`config.mk`:
```
export PLATFORM = sky130hd
export DESIGN_NAME = alu_issue
export DESIGN_NICKNAME = d
export VERILOG_FILES = /design/src/rtl/alu_issue.sv
export SDC_FILE = /design/constraint.sdc
export NUM_CORES = 1
export LEC_CHECK = 0
export BUFFER_PORTS_ARGS = -buffer_cell sky130_fd_sc_hd__buf_2
export CAP_MARGIN = 20
export CORE_MARGIN = 1.5
export CORE_UTILIZATION = 41
export DETAILED_ROUTE_END_ITERATION = 12
export PLACE_DENSITY = 0.75
export SLEW_MARGIN = 20
export SYNTH_ARGS = -nofsm -noshare
export SYNTH_HDL_FRONTEND = slang
export SYNTH_SLANG_ARGS = --single-unit
export TNS_END_PERCENT = 30
```
`constraint.sdc`:
```
create_clock -name clk -period 1.4 [get_ports clk]
set_input_delay 0.21 -clock clk [delete_from_list [all_inputs] [get_ports clk]]
set_output_delay 0.21 -clock clk [all_outputs]
set_load 0.005 [all_outputs]
```
`src/rtl/alu_issue.sv`:
```
// Execute-stage sequencer: E (operand) and W (result) registers around an external combinational ALU,
// plus the architectural status flags. Optional macro ALU_ISSUE_BYPASS_EN forwards W data into E operands.
module alu_issue (
   input  logic        clk,
   input  logic        rst_n,
   input  logic        in_valid,
   output logic        in_ready,
   input  logic [3:0]  in_op,
   input  logic [4:0]  in_rd,
   input  logic [4:0]  in_rsa_idx,
   input  logic [4:0]  in_rsb_idx,
   input  logic [31:0] in_rsa,
   input  logic [31:0] in_rsb,
   input  logic        flush,
   output logic [31:0] alu_rsa,
   output logic [31:0] alu_rsb,
   output logic [3:0]  alu_op_code,
   input  logic [31:0] alu_out,
   input  logic        alu_flag_carry,
   input  logic        alu_flag_overflow,
   input  logic        alu_flag_parity,
   input  logic        alu_flag_neg,
   output logic        wb_valid,
   input  logic        wb_ready,
   output logic [4:0]  wb_rd,
   output logic [31:0] wb_data,
   output logic [3:0]  status,
   output logic        illegal_op,
   output logic        busy
);

   logic        e_v;
   logic [3:0]  e_op;
   logic [4:0]  e_rd;
   logic [31:0] e_rsa;
   logic [31:0] e_rsb;

   logic        w_v;
   logic [4:0]  w_rd;
   logic [31:0] w_data;

   logic [3:0]  status_reg;
   logic        illegal_reg;

   logic        e_legal;
   logic        e_carry_op;
   logic        transfer;
   logic        accept;

   always_comb begin
      e_legal = 1'b0;
      case (e_op)
         4'd0, 4'd1, 4'd4, 4'd5, 4'd6, 4'd7,
         4'd8, 4'd9, 4'd10, 4'd11, 4'd12: e_legal = 1'b1;
         default:                         e_legal = 1'b0;
      endcase
   end

   assign e_carry_op = (e_op == 4'd0) || (e_op == 4'd1);

   // W drains on the same edge it is refilled, so a full W with wb_ready high is no stall.
   assign transfer = e_v && (!w_v || wb_ready);
   assign in_ready = !flush && (!e_v || transfer);
   assign accept   = in_valid && in_ready;

   always_ff @(posedge clk or negedge rst_n) begin
      if (!rst_n) begin
         e_v   <= 1'b0;
         e_op  <= 4'd0;
         e_rd  <= 5'd0;
         e_rsa <= 32'd0;
         e_rsb <= 32'd0;
      end else if (flush) begin
         e_v <= 1'b0;
      end else if (accept) begin
         e_v   <= 1'b1;
         e_op  <= in_op;
         e_rd  <= in_rd;
         e_rsa <= in_rsa;
         e_rsb <= in_rsb;
      end else if (transfer) begin
         e_v <= 1'b0;
      end
   end

   always_ff @(posedge clk or negedge rst_n) begin
      if (!rst_n) begin
         w_v    <= 1'b0;
         w_rd   <= 5'd0;
         w_data <= 32'd0;
      end else if (flush) begin
         w_v <= 1'b0;
      end else if (transfer) begin
         w_v    <= 1'b1;
         w_rd   <= e_rd;
         w_data <= e_legal ? alu_out : 32'd0;
      end else if (wb_ready) begin
         w_v <= 1'b0;
      end
   end

   // Status and the illegal pulse only ever follow an entry that actually lands in W.
   always_ff @(posedge clk or negedge rst_n) begin
      if (!rst_n) begin
         status_reg  <= 4'd0;
         illegal_reg <= 1'b0;
      end else if (flush) begin
         illegal_reg <= 1'b0;
      end else begin
         illegal_reg <= transfer && !e_legal;
         if (transfer && e_legal) begin
            status_reg[2] <= alu_flag_overflow;
            status_reg[1] <= alu_flag_parity;
            status_reg[0] <= alu_flag_neg;
            if (e_carry_op) begin
               status_reg[3] <= alu_flag_carry;
            end
         end
      end
   end

`ifdef ALU_ISSUE_BYPASS_EN
   logic [4:0] e_rsa_idx;
   logic [4:0] e_rsb_idx;
   logic       fwd_a;
   logic       fwd_b;

   always_ff @(posedge clk or negedge rst_n) begin
      if (!rst_n) begin
         e_rsa_idx <= 5'd0;
         e_rsb_idx <= 5'd0;
      end else if (!flush && accept) begin
         e_rsa_idx <= in_rsa_idx;
         e_rsb_idx <= in_rsb_idx;
      end
   end

   // W cannot change while E stalls, so forwarded operands stay stable through a stall.
   assign fwd_a   = w_v && (w_rd != 5'd0) && (e_rsa_idx == w_rd);
   assign fwd_b   = w_v && (w_rd != 5'd0) && (e_rsb_idx == w_rd);
   assign alu_rsa = fwd_a ? w_data : e_rsa;
   assign alu_rsb = fwd_b ? w_data : e_rsb;
`else
   logic unused_idx;
   assign unused_idx = ^{in_rsa_idx, in_rsb_idx};
   assign alu_rsa    = e_rsa;
   assign alu_rsb    = e_rsb;
`endif

   assign alu_op_code = e_op;
   assign wb_valid    = w_v;
   assign wb_rd       = w_rd;
   assign wb_data     = w_data;
   assign status      = status_reg;
   assign illegal_op  = illegal_reg;
   assign busy        = e_v || w_v;

endmodule
```
==> results.md, run 1 <==
- PortBufs: 226
- Post-Synthesis Cell Area: 4770 sq um
- ANT nets after route: 0
- Clk sinks: 117
- Max VDD drop: 0.828 mV
- WL/cell: 15.2 microns
- Pwr dens: 1640 nW/um^2
- R2R Path Start: wb_valid
- Final Cell Area: 6990 sq um
- Post-DP Area: 6170 sq um
- H-tree lvl count: 4
- Layout Area Growth over Synthesis: 46.4%
- HP Class: input port to flip-flop
- CP cell instances: nor2b_4 -> or3b_4 -> nor4_4 -> mux2_4
- Reg2Reg Setup Slack: -0.14 ns
- Final min period: 1.54 ns
- Status: finished, violations left
- Number of fill cells: 923
- Syn_nets: 463
- Worst-Skew Late Latency: 0.41 ns
- Warnings, synthesis: 0
- Synth cell types: 25
- Worst-case reg-to-reg path depth: 4
- Critical path's slowest cell: or3b_4
- DRC: 0
- Required @ worst endpoint: 1.69 ns
- CTS buffer count: 17
- DR vias/cell: 4.69
- GR Overflow Total: 0
- Hold EP: wb_data[10]
- Leakage power: 3.72 nW
- WS Path Type: flip-flop to flip-flop
- Seq cells post-synth: 117
- HP Start: alu_out[10]
- Post-synthesis sequential area ratio: 61.4%
- Die area: 12300 sq um
- Area of the multi-input gates: 1770 sq um
- Share of cells above drive strength 1: 60.8%
- Ys async rst share: 100%
- Layout Nets: 713
- Row count: 39
- Clock slew at reported path FFs: 0.05 ns
- Critical Path Start Type: flip-flop
- IO Count: 237
- Vias in the first global route: 3719
- Total number of vias: 3493
- Initial antenna violation count: 0
- Pin count of the biggest net entering global routing: 60
- Number of flops mapped to enable cells by yosys: 0
- Largest delay share family, worst path: simple AND/OR/NAND/NOR gates
- Period utilization: 110%
- Slew @ Worst Pin: 0.319 ns
- Hold Path Stages: 3
- Die Y: 111 microns
- Max Root-Sink Buffers: 2
- Finish-stage setup viols: 114
- Hold Vio Cnt, Final: 0
- HPWL after detailed placement: 7990 microns
- Ys flop type: dfrtp_1
- Register area: 2930 sq um
- Critical path endpoint category: flip-flop
- Clk root buf: clkbuf_16
- Core Region: 11400 sq um
- CTS tree: built
- Commonest non-fill, non-tap cell in the layout: buf_2
- Synthesized instance count: 339
- Slowest Stage Delay on Critical Path: 0.42 ns
- Max Cap Viol: 0
- Routability cong.: 0.754
- Avg Cell Area, Syn: 14.1 sq um
- Commonest cells after routing, fill and taps aside: 224 x buf_2, 117 x dfrtp_1, 79 x nand2_1
- Routed wire length: 11300 microns
- First-pass GRT wire length: 18200 microns
- Final cell count without fillers: 745
- Die width: 111 microns
- Worst Setup Slack, final: -0.140 ns
- RSZ-0062 raised after global routing: true
- Initial Util: 42.0%
- Skew final: 0.0107 ns
- Worst Path Max Fanout: 3
- CP arrival: 1.83 ns
- Placed Instances: 710
- Failing checks: negative setup slack
- Antenna cells: 0
- Number of buffers and inverters on the critical path: 0
- Iter 0 DRT Violations: 233
- Rel. slew slack: 78.8%
- First-pass DRT Iterations: 4
- Max-slew violations: 0
- Fmax: 650 MHz
- GRT Resource Usage Total: 18.8%
- FF-to-FF End: status[3]
worst max-delay path by stage:
stage	start	end	cells after the start
finish	wb_valid	status[3]	4
global route	wb_valid	status[3]	4
CTS	wb_valid	alu_rsb[15]	5
detailed placement	wb_valid	status[3]	4
global placement	wb_valid	status[0]	4
floorplan	wb_valid	status[3]	4
cell usage after synthesis, types with 2 or more instances:
library cell    n  share of area, %
o21ai_0         7              0.73
dfrtp_1       117                61
buf_6           7               1.7
buf_4           3              0.47
nor2_1          3              0.24
mux2_2          3              0.71
clkbuf_1        2              0.16
o21ai_1        26               2.7
nand2_1        79               6.2
mux2_1          4              0.94
buf_2           5              0.52
mux2_4         70                22
kinds of logic after synthesis:
group           share of synthesized area (%)
buf+inv                                  2.91
flops                                    61.4
simple gates                             8.15
mux                                      23.7
compound gates                           3.91
power breakdown:
part / switching [mW] / leakage [nW] / internal (mW)
registers: 0.344 / 1.42 / 3.98
logic: 0.815 / 1.97 / 1.18
clock network: 1.53 / 0.335 / 3.61
worst register-to-register path, stage by stage (launching register included):
cell,delay [ns]
dfrtp_1,0.37
nor2b_4,0.14
or3b_4,0.42
nor4_4,0.17
mux2_4,0.33
metrics by stage:
stage	utilization, %	setup TNS (ns)	worst slack (ns)	total power, mW	hold slack (ns)
2_1_floorplan	-	-5.29	-0.0990	5.26	-0.0856
3_3_place_gp	54.2	-7.44	-0.0902	6.22	0.0143
3_5_place_dp	54.2	-10.40	-0.130	6.32	0.0166
4_1_cts	61.0	-8.99	-0.129	11.6	0.0108
5_1_grt	61.4	-11.71	-0.163	12.0	0.00346
6_report	61.4	-6.38	-0.140	11.5	0.0246
metal layers:
metal  vias to the layer above  part of all wire, %  track usage [%]
li1                       1643                    -                -
met3                        22                  6.0             5.96
met5                         -                    0                0
met1                      1689                   40             22.5
met4                         0                  2.2             8.46
met2                       139                   51             31.1
final cells by class:
type / count / share of cell area, %
Timing Repair Buffer: 249 / 20.1
Tap cell: 143 / 2.56
Clock inverter: 13 / 3.60
Sequential cell: 117 / 41.9
Multi-Input combinational cell: 204 / 25.3
Clock buffer: 19 / 6.48
what timing repair did:
item	in CTS	in global routing
hold endpoints to repair	117	0
gates cloned	0	1
hold buffers	1	0
pin swaps	1	2
setup endpoints to repair	116	117
gates resized for setup	11	3
buffers inserted	1	0
No activity file was read; power rests on OpenSTA's default activity.
==> run 2, diff against run 1 <==
==> constraint.sdc (replaced) <==
create_clock -name clk -period 1.4 [get_ports clk]
set_input_delay 0.07 -clock clk [delete_from_list [all_inputs] [get_ports clk]]
set_output_delay 0.07 -clock clk [all_outputs]
set_load 0.005 [all_outputs]
==> run 2 against run 1 <==
Net effect:
- the run still ends with negative setup slack left
- non-clock buffer count increased by 112
- cell area increased by 14%
- count of clock-buffer cells in the layout is 2 higher
- die area unchanged
- largest cell class unchanged
- largest power group unchanged
- highest routed layer unchanged
==> results.md, run 2 (same netlist as run 1, synthesis figures left out) <==
- Row count: 39
- Clock slew at reported path FFs: 0.06 ns
- ANT nets after route: 0
- Worst Setup Slack, final: -0.177 ns
- Worst-Skew Late Latency: 0.40 ns
- Vias in the first global route: 4450
- Worst-case reg-to-reg path depth: 4
- Largest delay share family, worst path: simple AND/OR/NAND/NOR gates
- Share of cells above drive strength 1: 51.3%
- Layout Area Growth over Synthesis: 66.9%
- WS Path Type: flip-flop to flip-flop
- Total number of vias: 4008
- Die area: 12300 sq um
- Worst Path Max Fanout: 3
- CTS buffer count: 17
- DR vias/cell: 4.68
- DRC: 0
- Finish-stage setup viols: 115
- First-pass GRT wire length: 22000 microns
- Pwr dens: 1390 nW/um^2
- Final cell count without fillers: 857
- Slew @ Worst Pin: 0.299 ns
- Critical path's slowest cell: or3b_4
- HP Class: input port to asynchronous set/reset pin
- Hold Vio Cnt, Final: 0
- Placed Instances: 711
- Critical path endpoint category: flip-flop
- H-tree lvl count: 4
- Worst path depth: 4
- CTS tree: built
- Number of buffers and inverters on the critical path: 0
- Die Y: 111 microns
- Max Root-Sink Buffers: 2
- Routed wire length: 13700 microns
- HPWL after detailed placement: 7860 microns
- Initial Util: 42.0%
- Routability cong.: 0.783
- CP arrival: 1.86 ns
- IO Count: 237
- GRT Resource Usage Total: 22.9%
- First-pass DRT Iterations: 4
- Max Cap Viol: 0
- GR Overflow Total: 0
- Power Total: 11.1 mW
- Iter 0 DRT Violations: 174
- Max VDD drop: 0.924 mV
- Max-slew violations: 0
- RSZ-0062 raised after global routing: true
- Leakage power: 4.13 nW
- CP cell instances: nor2b_4 -> or3b_4 -> nor4_4 -> mux2_4
- Failing checks: negative setup slack
- Antenna cells: 0
- Die width: 111 microns
- Final min period: 1.58 ns
- Rel. slew slack: 80.1%
- Pin count of the biggest net entering global routing: 57
- Commonest cells after routing, fill and taps aside: 224 x buf_2, 117 x dfrtp_1, 112 x dlygate4sd3_1
- Layout Nets: 825
- Critical Path Start Type: flip-flop
- Commonest non-fill, non-tap cell in the layout: buf_2
- Status: finished, violations left
- WL/cell: 16.0 microns
- Fmax: 634 MHz
- Slowest Stage Delay on Critical Path: 0.41 ns
- Core Region: 11400 sq um
- Required @ worst endpoint: 1.68 ns
- Skew final: 0.00972 ns
- PortBufs: 226
- Period utilization: 113%
- Clk sinks: 117
- Clk root buf: clkbuf_16
- Initial antenna violation count: 0
## run 2: cell count changes in the layout (fill, tap and decap cells not counted), moves of 2 or more
cell | before | now
buf_6 | 4 | 2
buf_4 | 14 | 18
dlygate4sd3_1 | 1 | 112
clkinvlp_4 | 3 | 6
bufinv_16 | 7 | 3
## run 2: where the power goes
group	total (mW)	leakage [nW]	internal (mW)	switching [mW]
Clock	4.44	0.284	2.94	1.50
Combinational	2.29	2.42	1.38	0.914
Sequential	4.35	1.42	3.98	0.363
## run 2: worst reg2reg max path: stages (launching register included)
cell and delay, ns:
dfrtp_1 0.38, nor2b_4 0.14, or3b_4 0.42, nor4_4 0.19, mux2_4 0.34
## run 2: layer usage
layer	GRT usage, %	vias up	wire length (microns)
met5	0	-	0
met4	11.7	0	442
met3	4.54	34	725
met2	42.3	166	7410
met1	24.5	1939	5140
li1	-	1869	-
## run 2: metrics by stage
step	hold slack, ns	util (%)	TNS (ns)	area, sq um	setup WS (ns)
3_3_place_gp	-0.0697	54.2	-6.94	6160	-0.0904
4_1_cts	0.0543	69.9	-9.26	7940	-0.146
6_report	0.0719	70.1	-11.18	7970	-0.177
5_1_grt	0.0828	70.1	-17.42	7970	-0.233
3_5_place_dp	-0.0621	54.2	-11.64	6160	-0.142
2_1_floorplan	-0.226	-	-5.29	4770	-0.0990
## run 2: final cells by class
| class | count | area, sq um |
|---|---|---|
| clock buffer | 21 | 470 |
| fill | 757 | 3400 |
| sequential | 117 | 2930 |
| clock inverter | 11 | 149 |
| multi-input combinational | 204 | 1750 |
| tap | 143 | 179 |
| timing repair buffer | 361 | 2490 |
## run 2: timing repair
item	CTS	global route
hold buffers	112	0
endpoints found under the hold margin	228	0
gates resized for setup	7	4
pin swaps	1	2
setup buffers	1	1
setup endpoints to repair	114	116
## run 2: worst paths after layout
check / slack, ns / end / startpoint
max in group asynchronous: 0.78 / alu_rsb[0] / rst_n
worst min register to register: 0.47 / wb_rd[3] / wb_rd[3]
worst min-delay path: 0.07 / alu_rsb[24] / rst_n
worst max-delay path: -0.18 / status[3] / wb_valid
min in group clk: 0.17 / wb_valid / wb_ready
worst max register to register: -0.18 / status[3] / wb_valid
==> run 3, diff against run 2 <==
--- a/config.mk
+++ b/config.mk
@@ -10,6 +10,7 @@
 export CORE_MARGIN = 1.5
 export CORE_UTILIZATION = 41
 export DETAILED_ROUTE_END_ITERATION = 12
+export HOLD_SLACK_MARGIN = 0.12
 export PLACE_DENSITY = 0.75
 export SLEW_MARGIN = 20
 export SYNTH_ARGS = -nofsm -noshare
==> run 3 against run 2 <==
Net effect:
- the flow still finishes with violations (negative setup slack)
- largest cell class unchanged
- first-iteration DRC count down 7.5%
- global-route usage grew 0.16 points
- highest routed layer unchanged
- combinational power is essentially flat
- critical path type unchanged
- sequential share of layout area about the same
- clock power barely moved
==> results.md, run 3 (same netlist as run 1, synthesis figures left out) <==
- DR vias/cell: 4.67
- Critical path's slowest cell: or3b_4
- PortBufs: 226
- Hold Vio Cnt, Final: 0
- Required @ worst endpoint: 1.69 ns
- Total number of vias: 4007
- R2R Path Start: wb_valid
- GR Overflow Total: 0
- Pin count of the biggest net entering global routing: 57
- Critical path endpoint category: flip-flop
- Commonest cells after routing, fill and taps aside: 224 x buf_2, 117 x dfrtp_1, 113 x dlygate4sd3_1
- CTS buffer count: 17
- HP Start: wb_ready
- Switch share: 25.1%
- CTS tree: built
- Net Sw Power: 2.78 mW
- Worst Setup Slack, final: -0.178 ns
- Rel. slew slack: 65.0%
- Leakage power: 4.13 nW
- Number of buffers and inverters on the critical path: 0
- Final min period: 1.58 ns
- First-pass DRT Iterations: 5
- H-tree lvl count: 4
- HP Class: input port to flip-flop
- Initial antenna violation count: 0
- Largest delay share family, worst path: simple AND/OR/NAND/NOR gates
- Finish-stage setup viols: 115
- ANT nets after route: 0
- Period utilization: 113%
- Failing checks: negative setup slack
- Pwr dens: 1390 nW/um^2
- Die width: 111 microns
- Clock share of power: 40.1%
- DRC: 0
- Status: finished, violations left
- CP cell instances: nor2b_4 -> or3b_4 -> nor4_4 -> mux2_4
- Layout Nets: 826
- CP startpoint: wb_valid
- Iter 0 DRT Violations: 161
- Routed wire length: 13800 microns
- Slew @ Worst Pin: 0.523 ns
- Fmax: 634 MHz
- IO Count: 237
- Max-slew violations: 0
- Row count: 39
- Max Root-Sink Buffers: 2
- Max VDD drop: 0.919 mV
- Core Region: 11400 sq um
- Vias in the first global route: 4475
- Commonest non-fill, non-tap cell in the layout: buf_2
- HPWL after detailed placement: 7860 microns
- WL/cell: 16.1 microns
- Worst-Skew Late Latency: 0.40 ns
- Hold slack: 0.165 ns
- Worst Path Max Fanout: 3
- Routability cong.: 0.783
- Placed Instances: 711
- Share of cells above drive strength 1: 51.2%
- Final cell count without fillers: 858
- Initial Util: 42.0%
- Layout Area Growth over Synthesis: 67.1%
- Critical Path Start Type: flip-flop
- Clk sinks: 117
- Skew final: 0.0151 ns
- CP arrival: 1.87 ns
- Comb power frac: 20.7%
- Clk root buf: clkbuf_16
- Cell Int Power: 8.31 mW
- Die area: 12300 sq um
- RSZ-0062 raised after global routing: true
- Seq pwr share: 39.2%
- Die Y: 111 microns
- Max Cap Viol: 0
- GRT Resource Usage Total: 23.0%
- WS Path Type: flip-flop to flip-flop
- Antenna cells: 0
- First-pass GRT wire length: 22100 microns
- Slowest Stage Delay on Critical Path: 0.41 ns
- Clock slew at reported path FFs: 0.06 ns
==> run 3: cell types whose count changed in the layout (fill, tap and decap cells not counted), sizes merged <==
| cell | delta |
|---|---|
| dlygate4sd3 | +1 |
==> run 3: timing repair <==
item                                    CTS  global route
hold buffers                            113             0
setup buffers                             1             1
gates resized for setup                   7             4
pin swaps                                 1             2
endpoints found under the hold margin   228             0
endpoints found under the setup margin  114           116
==> run 3: final cells by class <==
class                           count  area, sq um
Sequential cell                   117         2930
Clock inverter                     11          149
Fill cell                         761         3390
Clock buffer                       21          470
Timing Repair Buffer              362         2500
Tap cell                          143          179
Multi-Input combinational cell    204         1750
==> run 3: worst reg2reg max path: stages (launching register included) <==
cell     delay, ns
dfrtp_1       0.38
nor2b_4       0.14
or3b_4        0.42
nor4_4        0.19
mux2_4        0.34
==> run 3: final timing paths <==
kind	end	slack (ns)	depth (start not counted)
setup / recovery	status[3]	-0.18	4
setup reg to reg	status[3]	-0.18	4
hold reg to reg	wb_rd[3]	0.47	2
hold / removal	wb_valid	0.16	5
min in group asynchronous	alu_rsb[28]	0.23	3
max in group asynchronous	alu_rsb[30]	0.26	3
==> run 3: per-layer routing <==
layer	global-route usage [%]	wire [microns]
met2	43.0	7560
met5	0	0
met4	11.1	427
met1	24.4	5090
met3	5.03	702
==> run 3: through the flow <==
stage,setup slack [ns],instance area (sq um),total power [mW],utilization (%),setup TNS (ns)
detailed placement,-0.142,6160,6.31,54.2,-11.64
floorplan,-0.0990,4770,5.26,-,-5.29
finish,-0.178,7980,11.1,70.2,-11.64
global route,-0.233,7980,11.6,70.2,-17.39
CTS,-0.146,7950,11.1,70.0,-9.26
global placement,-0.0904,6160,6.22,54.2,-6.94
==> run 3: power groups by stage <==
stage | logic, mW | registers (mW) | clock network (mW)
final | 2.30 | 4.35 | 4.44
after global routing | 2.48 | 4.42 | 4.70
after CTS | 2.24 | 4.32 | 4.55
after detailed placement | 1.95 | 4.36 | 0
after global placement | 1.89 | 4.33 | 0
after floorplan | 0.869 | 4.40 | 0
